`config.mk`:
```
export PLATFORM = sky130hd
export DESIGN_NAME = divu_iter_flat
export DESIGN_NICKNAME = d
export VERILOG_FILES = /design/src/rtl/divu_if.sv /design/src/rtl/divu_iter.sv /design/src/flat_wrapper.sv
export SDC_FILE = /design/constraint.sdc
export NUM_CORES = 1
export LEC_CHECK = 0
export BUFFER_PORTS_ARGS = -buffer_cell sky130_fd_sc_hd__buf_2
export CAP_MARGIN = 20
export CELL_PAD_IN_SITES_DETAIL_PLACEMENT = 1
export CELL_PAD_IN_SITES_GLOBAL_PLACEMENT = 1
export CORE_ASPECT_RATIO = 1.2
export CORE_MARGIN = 3
export CORE_UTILIZATION = 43
export DETAILED_ROUTE_END_ITERATION = 8
export GPL_TIMING_DRIVEN = 0
export HOLD_SLACK_MARGIN = 0.03
export PLACE_DENSITY = 0.87
export SETUP_SLACK_MARGIN = 0.3
export SYNTH_ARGS = -nofsm -noshare
export SYNTH_HDL_FRONTEND = slang
export SYNTH_SLANG_ARGS = --single-unit
```
`constraint.sdc`:
```
create_clock -name clk -period 4.4 [get_ports clk]
set_clock_uncertainty 0.2 [all_clocks]
set_input_delay 1.32 -clock clk [delete_from_list [all_inputs] [get_ports clk]]
set_output_delay 1.32 -clock clk [all_outputs]
set_load 0.05 [all_outputs]
```
`src/rtl/divu_if.sv`:
```
`default_nettype none
// ============================================================================
// Module      : divu_if
// Description : Request/result bundle between the pipeline and divu_iter.
// Revision    : 1.0 - initial release
// ============================================================================
interface divu_if #(
    parameter int WIDTH = 32
);
    logic             start;
    logic [WIDTH-1:0] a;
    logic [WIDTH-1:0] b;
    logic [WIDTH-1:0] hi;
    logic [WIDTH-1:0] lo;
    logic             busy;
    logic             done;

    modport master (output start, a, b, input hi, lo, busy, done);
    modport slave  (input start, a, b, output hi, lo, busy, done);
endinterface
`default_nettype wire

```
`src/rtl/divu_iter.sv`:
```
`default_nettype none
// ============================================================================
// Module      : divu_iter
// Description : Iterative restoring unsigned divider, one quotient bit/clock.
//               Quotient to lo, remainder to hi.
// Revision    : 1.0 - initial release
// ============================================================================
module divu_iter #(
    parameter int WIDTH = 32
) (
    input  wire       clk,
    input  wire       reset,
    divu_if.slave     bus
);

    localparam int c_CNT_W = (WIDTH > 1) ? $clog2(WIDTH) : 1;
    localparam logic [c_CNT_W-1:0] c_LAST = c_CNT_W'(WIDTH - 1);

    typedef enum logic [0:0] {
        S_IDLE = 1'b0,
        S_RUN  = 1'b1
    } state_t;

    state_t             r_state;
    logic [WIDTH-1:0]   r_quo;
    logic [WIDTH-1:0]   r_div;
    logic [WIDTH-1:0]   r_rem;
    logic [c_CNT_W-1:0] r_cnt;
    logic [WIDTH-1:0]   r_hi;
    logic [WIDTH-1:0]   r_lo;
    logic               r_busy;
    logic               r_done;

    // The remainder stays below the divisor between steps, so WIDTH bits hold
    // it; only the shifted value needs the extra bit for the compare.
    logic [WIDTH:0]     w_rem_sh;
    logic               w_ge;
    logic [WIDTH-1:0]   w_diff;
    logic [WIDTH-1:0]   w_rem_nx;
    logic [WIDTH-1:0]   w_quo_nx;

    assign w_rem_sh = {r_rem, r_quo[WIDTH-1]};
    assign w_ge     = (w_rem_sh >= {1'b0, r_div});
    assign w_diff   = w_rem_sh[WIDTH-1:0] - r_div;
    assign w_rem_nx = w_ge ? w_diff : w_rem_sh[WIDTH-1:0];
    assign w_quo_nx = {r_quo[WIDTH-2:0], w_ge};

    always_ff @(posedge clk or negedge reset) begin
        if (!reset) begin
            r_state <= S_IDLE;
            r_quo   <= '0;
            r_div   <= '0;
            r_rem   <= '0;
            r_cnt   <= '0;
            r_hi    <= '0;
            r_lo    <= '0;
            r_busy  <= 1'b0;
            r_done  <= 1'b0;
        end else begin
            r_done <= 1'b0;
            if (r_state == S_IDLE) begin
                if (bus.start) begin
                    r_quo   <= bus.a;
                    r_div   <= bus.b;
                    r_rem   <= '0;
                    r_cnt   <= '0;
                    r_busy  <= 1'b1;
                    r_state <= S_RUN;
                end
            end else begin
                r_rem <= w_rem_nx;
                r_quo <= w_quo_nx;
                r_cnt <= r_cnt + 1'b1;
                if (r_cnt == c_LAST) begin
                    r_lo    <= w_quo_nx;
                    r_hi    <= w_rem_nx;
                    r_busy  <= 1'b0;
                    r_done  <= 1'b1;
                    r_state <= S_IDLE;
                end
            end
        end
    end

    assign bus.hi   = r_hi;
    assign bus.lo   = r_lo;
    assign bus.busy = r_busy;
    assign bus.done = r_done;

endmodule
`default_nettype wire

```
`src/flat_wrapper.sv`:
```
// flat-port wrapper written by rule: the top's interface ports become plain ports
module divu_iter_flat 
#(
    parameter int WIDTH = 32
)
  (clk, reset, bus_start, bus_a, bus_b, bus_hi, bus_lo, bus_busy, bus_done);
  divu_if #(.WIDTH(WIDTH)) bus_i ();
  input  wire clk;
  input  wire reset;
  input wire logic [$bits(bus_i.start)-1:0] bus_start;
  input wire logic [$bits(bus_i.a)-1:0] bus_a;
  input wire logic [$bits(bus_i.b)-1:0] bus_b;
  output wire logic [$bits(bus_i.hi)-1:0] bus_hi;
  output wire logic [$bits(bus_i.lo)-1:0] bus_lo;
  output wire logic [$bits(bus_i.busy)-1:0] bus_busy;
  output wire logic [$bits(bus_i.done)-1:0] bus_done;
  assign bus_i.start = bus_start;
  assign bus_i.a = bus_a;
  assign bus_i.b = bus_b;
  assign bus_hi = bus_i.hi;
  assign bus_lo = bus_i.lo;
  assign bus_busy = bus_i.busy;
  assign bus_done = bus_i.done;
  divu_iter #(.WIDTH(WIDTH)) u_core (.clk(clk), .reset(reset), .bus(bus_i));
endmodule
```
## Word level (Yosys, flattened, before mapping)

Cells that the tools add are included.

| word-level totals | value |
|---|---|
| register bits after elaboration | 168 |
| bits of input ports | 67 |
| output and inout bits | 66 |
| logic and storage cells | 34 |

| operators by class | value |
|---|---|
| add/subtract/negate cells | 2 |
| magnitude comparators | 1 |
| equal/unequal tests | 2 |
| multiplexer cells | 15 |
| bitwise gates (word level) | 1 |
| reduce and logical (&&, ||, !) cells | 4 |

Operators with widths:

| kind | number |
|---|---|
| $mux W32 | 5 |
| $ge A33 B32 Y1 | 1 |
| $sub A32 B32 Y32 | 1 |
| $mux W5 | 2 |
| $mux W1 | 8 |
| $reduce_and A2 Y1 | 3 |
| $add A5 B1 Y5 const B | 1 |
| $eq A5 B5 Y1 const B | 1 |
| $ne A2 B2 Y1 const B | 1 |
| $reduce_bool A2 Y1 | 1 |
| $not A1 Y1 | 1 |

## Logic depth before layout (Yosys ltp)

| depth | value |
|---|---|
| depth in word-level cells | 3 |
| mapped depth | 14 |
| mapped depth without buffers | 13 |

## Least setup slack after synthesis

No wires, ideal clock.

| timing | value |
|---|---|
| kind | reg-to-reg |
| start | register u_core.r_quo[31] |
| end | register u_core.r_rem[30] |
| setup time | 0.087 ns |
| arrival time | 2.833 ns |
| data required time | 4.113 ns |
| path slack | 1.280 ns |
| stages on the path, launching flop included | 14 |
| buffers on the path | 0 |
| period minus slack after synthesis | 3.120 ns |
| cell sequence | dfrtp_1 > inv_1 > ha_1 > inv_1 > fa_1 > a21o_1 > nand3_1 > a31o_2 > o21ai_0 > o311ai_0 > a21oi_1 > a221oi_2 > mux2_2 > o211ai_1 |

| between the ends | value |
|---|---|
| longest elaborated chain between the ends | 3 |

RTL lines:

| item | RTL line | source |
|---|---|---|
| from (decl) | divu_iter.sv:25 | `logic [WIDTH-1:0] r_quo;` |
| from (signal assigned) | divu_iter.sv:63 | `r_quo <= bus.a;` |
| from (signal assigned) | divu_iter.sv:72 | `r_quo <= w_quo_nx;` |
| $sub A32 B32 Y32 / $ge A33 B32 Y1 (equally long branches) | divu_iter.sv:44, divu_iter.sv:43 |  |
| $mux W32 (*) | divu_iter.sv:45 | `assign w_rem_nx = w_ge ? w_diff : w_rem_sh[WIDTH-1:0];` |
| $mux W32 (*) | divu_iter.sv:61 | `if (r_state == S_IDLE) begin` |
| to (signal assigned) | divu_iter.sv:71 | `r_rem <= w_rem_nx;` |
| to (decl) | divu_iter.sv:27 | `logic [WIDTH-1:0] r_rem;` |

Mark *: on every way between the ends. The rest lies on a longest branch, timed or not.
A chain may end at the register's enable or synchronous reset.

## Final worst setup path

| timing | value |
|---|---|
| start | register u_core.r_quo[31] |
| end | register u_core.r_rem[28] |

The elaborated chain is that of the path after synthesis.

==> metrics.txt <==
main area contributors after synthesis dfrtp_1, nand2_1, o21ai_0; Ys Warns 0; H-Tree Depth 4; cell area after synthesis between 0.008 and 0.009 mm²; number of unique standard cell types used by synthesis 62; full die area around 0.022 mm²; commonest non-fill, non-tap cell in the layout nand2_1; fin cells about 1400; vias in the first global route roughly 8400; clk sink count 168; Setup WS pre-CTS between 0.6 and 0.7 ns; Worst Hold Class reg2reg; Post-Syn Nets 1090; Arr. time, crit path 3.82 ns; Syn Area/Cell about 8.9 µm²; setup slack after layout 0.679 ns; top_reg_cell synth dfrtp_1; sequential fraction of the synthesis area between 40% and 50%; PortBufs approximately 130; cts repair resizes 0; number of max-cap violations 0; Worst-path clk slew 0.07 ns; # DRC 0; placed cell count 1381; Final period util 84.6%; Worst setup EP type flip-flop; Crit path largest cell delay 0.66 ns; initial core utilization 44.3%; Nets approximately 1200; Fin. Hold Viols 0; 1st-pass router iterations 5; # rows 56; CTS Buf Count 17; Worst Hold End u_core.bus.lo[21]$_DFFE_PN0P_; RSZ-0062 raised after global routing false; r2r setup slk between 0.6 and 0.7 ns; most frequent cells in the layout nand2_1, dfrtp_1, buf_2; Top Ports 133; Worst path slowest cell a2111oi_2; Root Buffer clkbuf_16; Synth async-reset ratio 100%; Chip Width between 100 and 150 µm; CP Class reg2reg; vias 7789; Mapped Cells 988; drt total wl 27400 µm; endpoints failing setup 0; FF-to-FF End u_core.r_rem[28]$_DFFE_PN0P_; CP Cell Sequence inv_1 -> ha_1 -> inv_1 -> fa_1 -> a21o_1 -> nand3_1 -> a31o_2 -> a41oi_1 -> a2111oi_2 -> o211ai_1 -> xnor2_1 -> mux2i_1 -> o21ai_0; Antenna Violating Nets Remaining 0; Core ar. 0.0198 mm²; Yosys top cell by area dfrtp_1; Synth top area share 47.8%; reg-to-reg startpoint u_core.r_quo[31]$_DFFE_PN0P_; WL/cell 19.4 µm; Tmin final 3.72 ns; total gr overflow 0; TritonCTS clock tree built; P&R area growth vs syn 18.2%; share of layout cells above drive strength 1 16.8%; Slew Viols, Final 0; Post-synth EDFFs 0; Final HPWL DP 20300 µm; # hold bufs at CTS 0; Slew HR a little under half; Routability Congestion 0.872; Max Freq 0.269 GHz; first-pass GRT wire length 44100 µm; startpoint type of the worst setup path flip-flop; Min-Delay Startpoint u_core.bus.lo[21]$_DFFE_PN0P_; routed vias/inst roughly 5.5; initial DRC count approximately 350; worst skew pair latency around 0.44 ns; hold path cells 2; reg2reg path depth 13; Vert. Die Dim 163 µm; diode count 0; CP Max Fanout 5; Slew @ Worst Pin 0.787 ns; post-CTS setup buffers 0; CP required 4.50 ns; Total Routing Usage GR 25.2%; clk buf depth 2; antenna violations before repair 0; largest net degree at the start of global routing 87; #FFs+latches synth 168; status finished, final reports clean; Critical Path Most Common Cell inv_1
-- worst max-delay path: cells and delay by family (launching register included) --
kind | cells | cell delay [ns]
AO/OA/AOI/OAI | 6 | 1.75
adder cells (fa/ha/maj) | 2 | 0.56
flip-flops | 1 | 0.43
multiplexers | 1 | 0.25
XOR/XNOR | 1 | 0.16
buffers and inverters | 2 | 0.14
AND/OR/NAND/NOR | 1 | 0.11
-- state kept, by name, indices dropped and copies added, names as in the netlist --
signal,flops
u_core.r_div,32
u_core.bus.busy,1
u_core.r_cnt,5
u_core.r_state,1
u_core.bus.hi,32
u_core.r_rem,32
u_core.r_quo,32
u_core.bus.lo,32
u_core.bus.done,1
-- layout make-up --
class,instances,area [µm²]
clock buffer,17,425
multi-input combinational,715,4180
clock inverter,15,154
sequential,168,4200
fill,2406,9440
tap,261,327
buffer,58,228
inverter,47,176
timing repair buffer,132,693
-- kinds of logic after synthesis --
logic type / after synthesis / synth area share (%)
buffers and inverters: 105 / 4.60
AND/OR/NAND/NOR: 348 / 16.7
AO/OA/AOI/OAI: 258 / 17.7
XOR/XNOR: 26 / 2.59
multiplexers: 48 / 5.55
flip-flops: 168 / 47.8
adder cells (fa/ha/maj): 35 / 5.07
-- cells in the mapped netlist (4+ instances only) --
cell type / number
dfrtp_1: 168
inv_1: 46
nand2b_1: 4
mux2_2: 6
a31oi_1: 4
nand4_1: 8
nor2_1: 33
clkbuf_1: 41
nand2_1: 254
o21ai_0: 120
xor2_1: 8
nor2b_1: 4
nand3_1: 10
xnor2_1: 18
ha_1: 34
a21o_1: 13
buf_2: 8
o22ai_1: 22
nor3_1: 9
and3_1: 4
nor3b_1: 5
buf_1: 9
mux2i_1: 42
o211ai_1: 6
a21oi_1: 54
o21bai_1: 5
-- per-stage QoR --
| step | util (%) | hold WS, ns | area, µm² | setup TNS [ns] |
|---|---|---|---|---|
| 3_3_place_gp | 49.3 | 0.253 | 9770 | -140.65 |
| 3_5_place_dp | 49.5 | 0.261 | 9810 | 0 |
| 2_1_floorplan | - | 0.260 | 8790 | 0 |
| 6_report | 52.4 | 0.275 | 10400 | 0 |
| 5_1_grt | 52.4 | 0.304 | 10400 | 0 |
| 4_1_cts | 52.4 | 0.279 | 10400 | 0 |
-- per-layer routing --
| metal | track usage [%] | vias to the layer above | part of all wire, % |
|---|---|---|---|
| li1 | - | 3683 | - |
| met1 | 31.2 | 3873 | 42 |
| met2 | 44.9 | 192 | 51 |
| met3 | 3.99 | 41 | 4.5 |
| met4 | 7.75 | 0 | 2.3 |
| met5 | 0 | - | 0 |
-- worst max path at each step --
stage | start | endpoint | depth (start not counted)
2_1_floorplan | u_core.r_quo[31]$_DFFE_PN0P_ | u_core.r_rem[30]$_DFFE_PN0P_ | 13
3_3_place_gp | reset | u_core.r_div[4]$_DFFE_PN0P_ | 1
3_5_place_dp | u_core.r_quo[31]$_DFFE_PN0P_ | u_core.r_rem[28]$_DFFE_PN0P_ | 13
4_1_cts | u_core.r_quo[31]$_DFFE_PN0P_ | u_core.r_rem[28]$_DFFE_PN0P_ | 13
5_1_grt | u_core.r_quo[31]$_DFFE_PN0P_ | u_core.r_rem[30]$_DFFE_PN0P_ | 13
6_report | u_core.r_quo[31]$_DFFE_PN0P_ | u_core.r_rem[28]$_DFFE_PN0P_ | 13
Power is left out: the tool's default activity adds up to more than one toggle a clock period on the data nets, which glitch-free logic cannot reach.
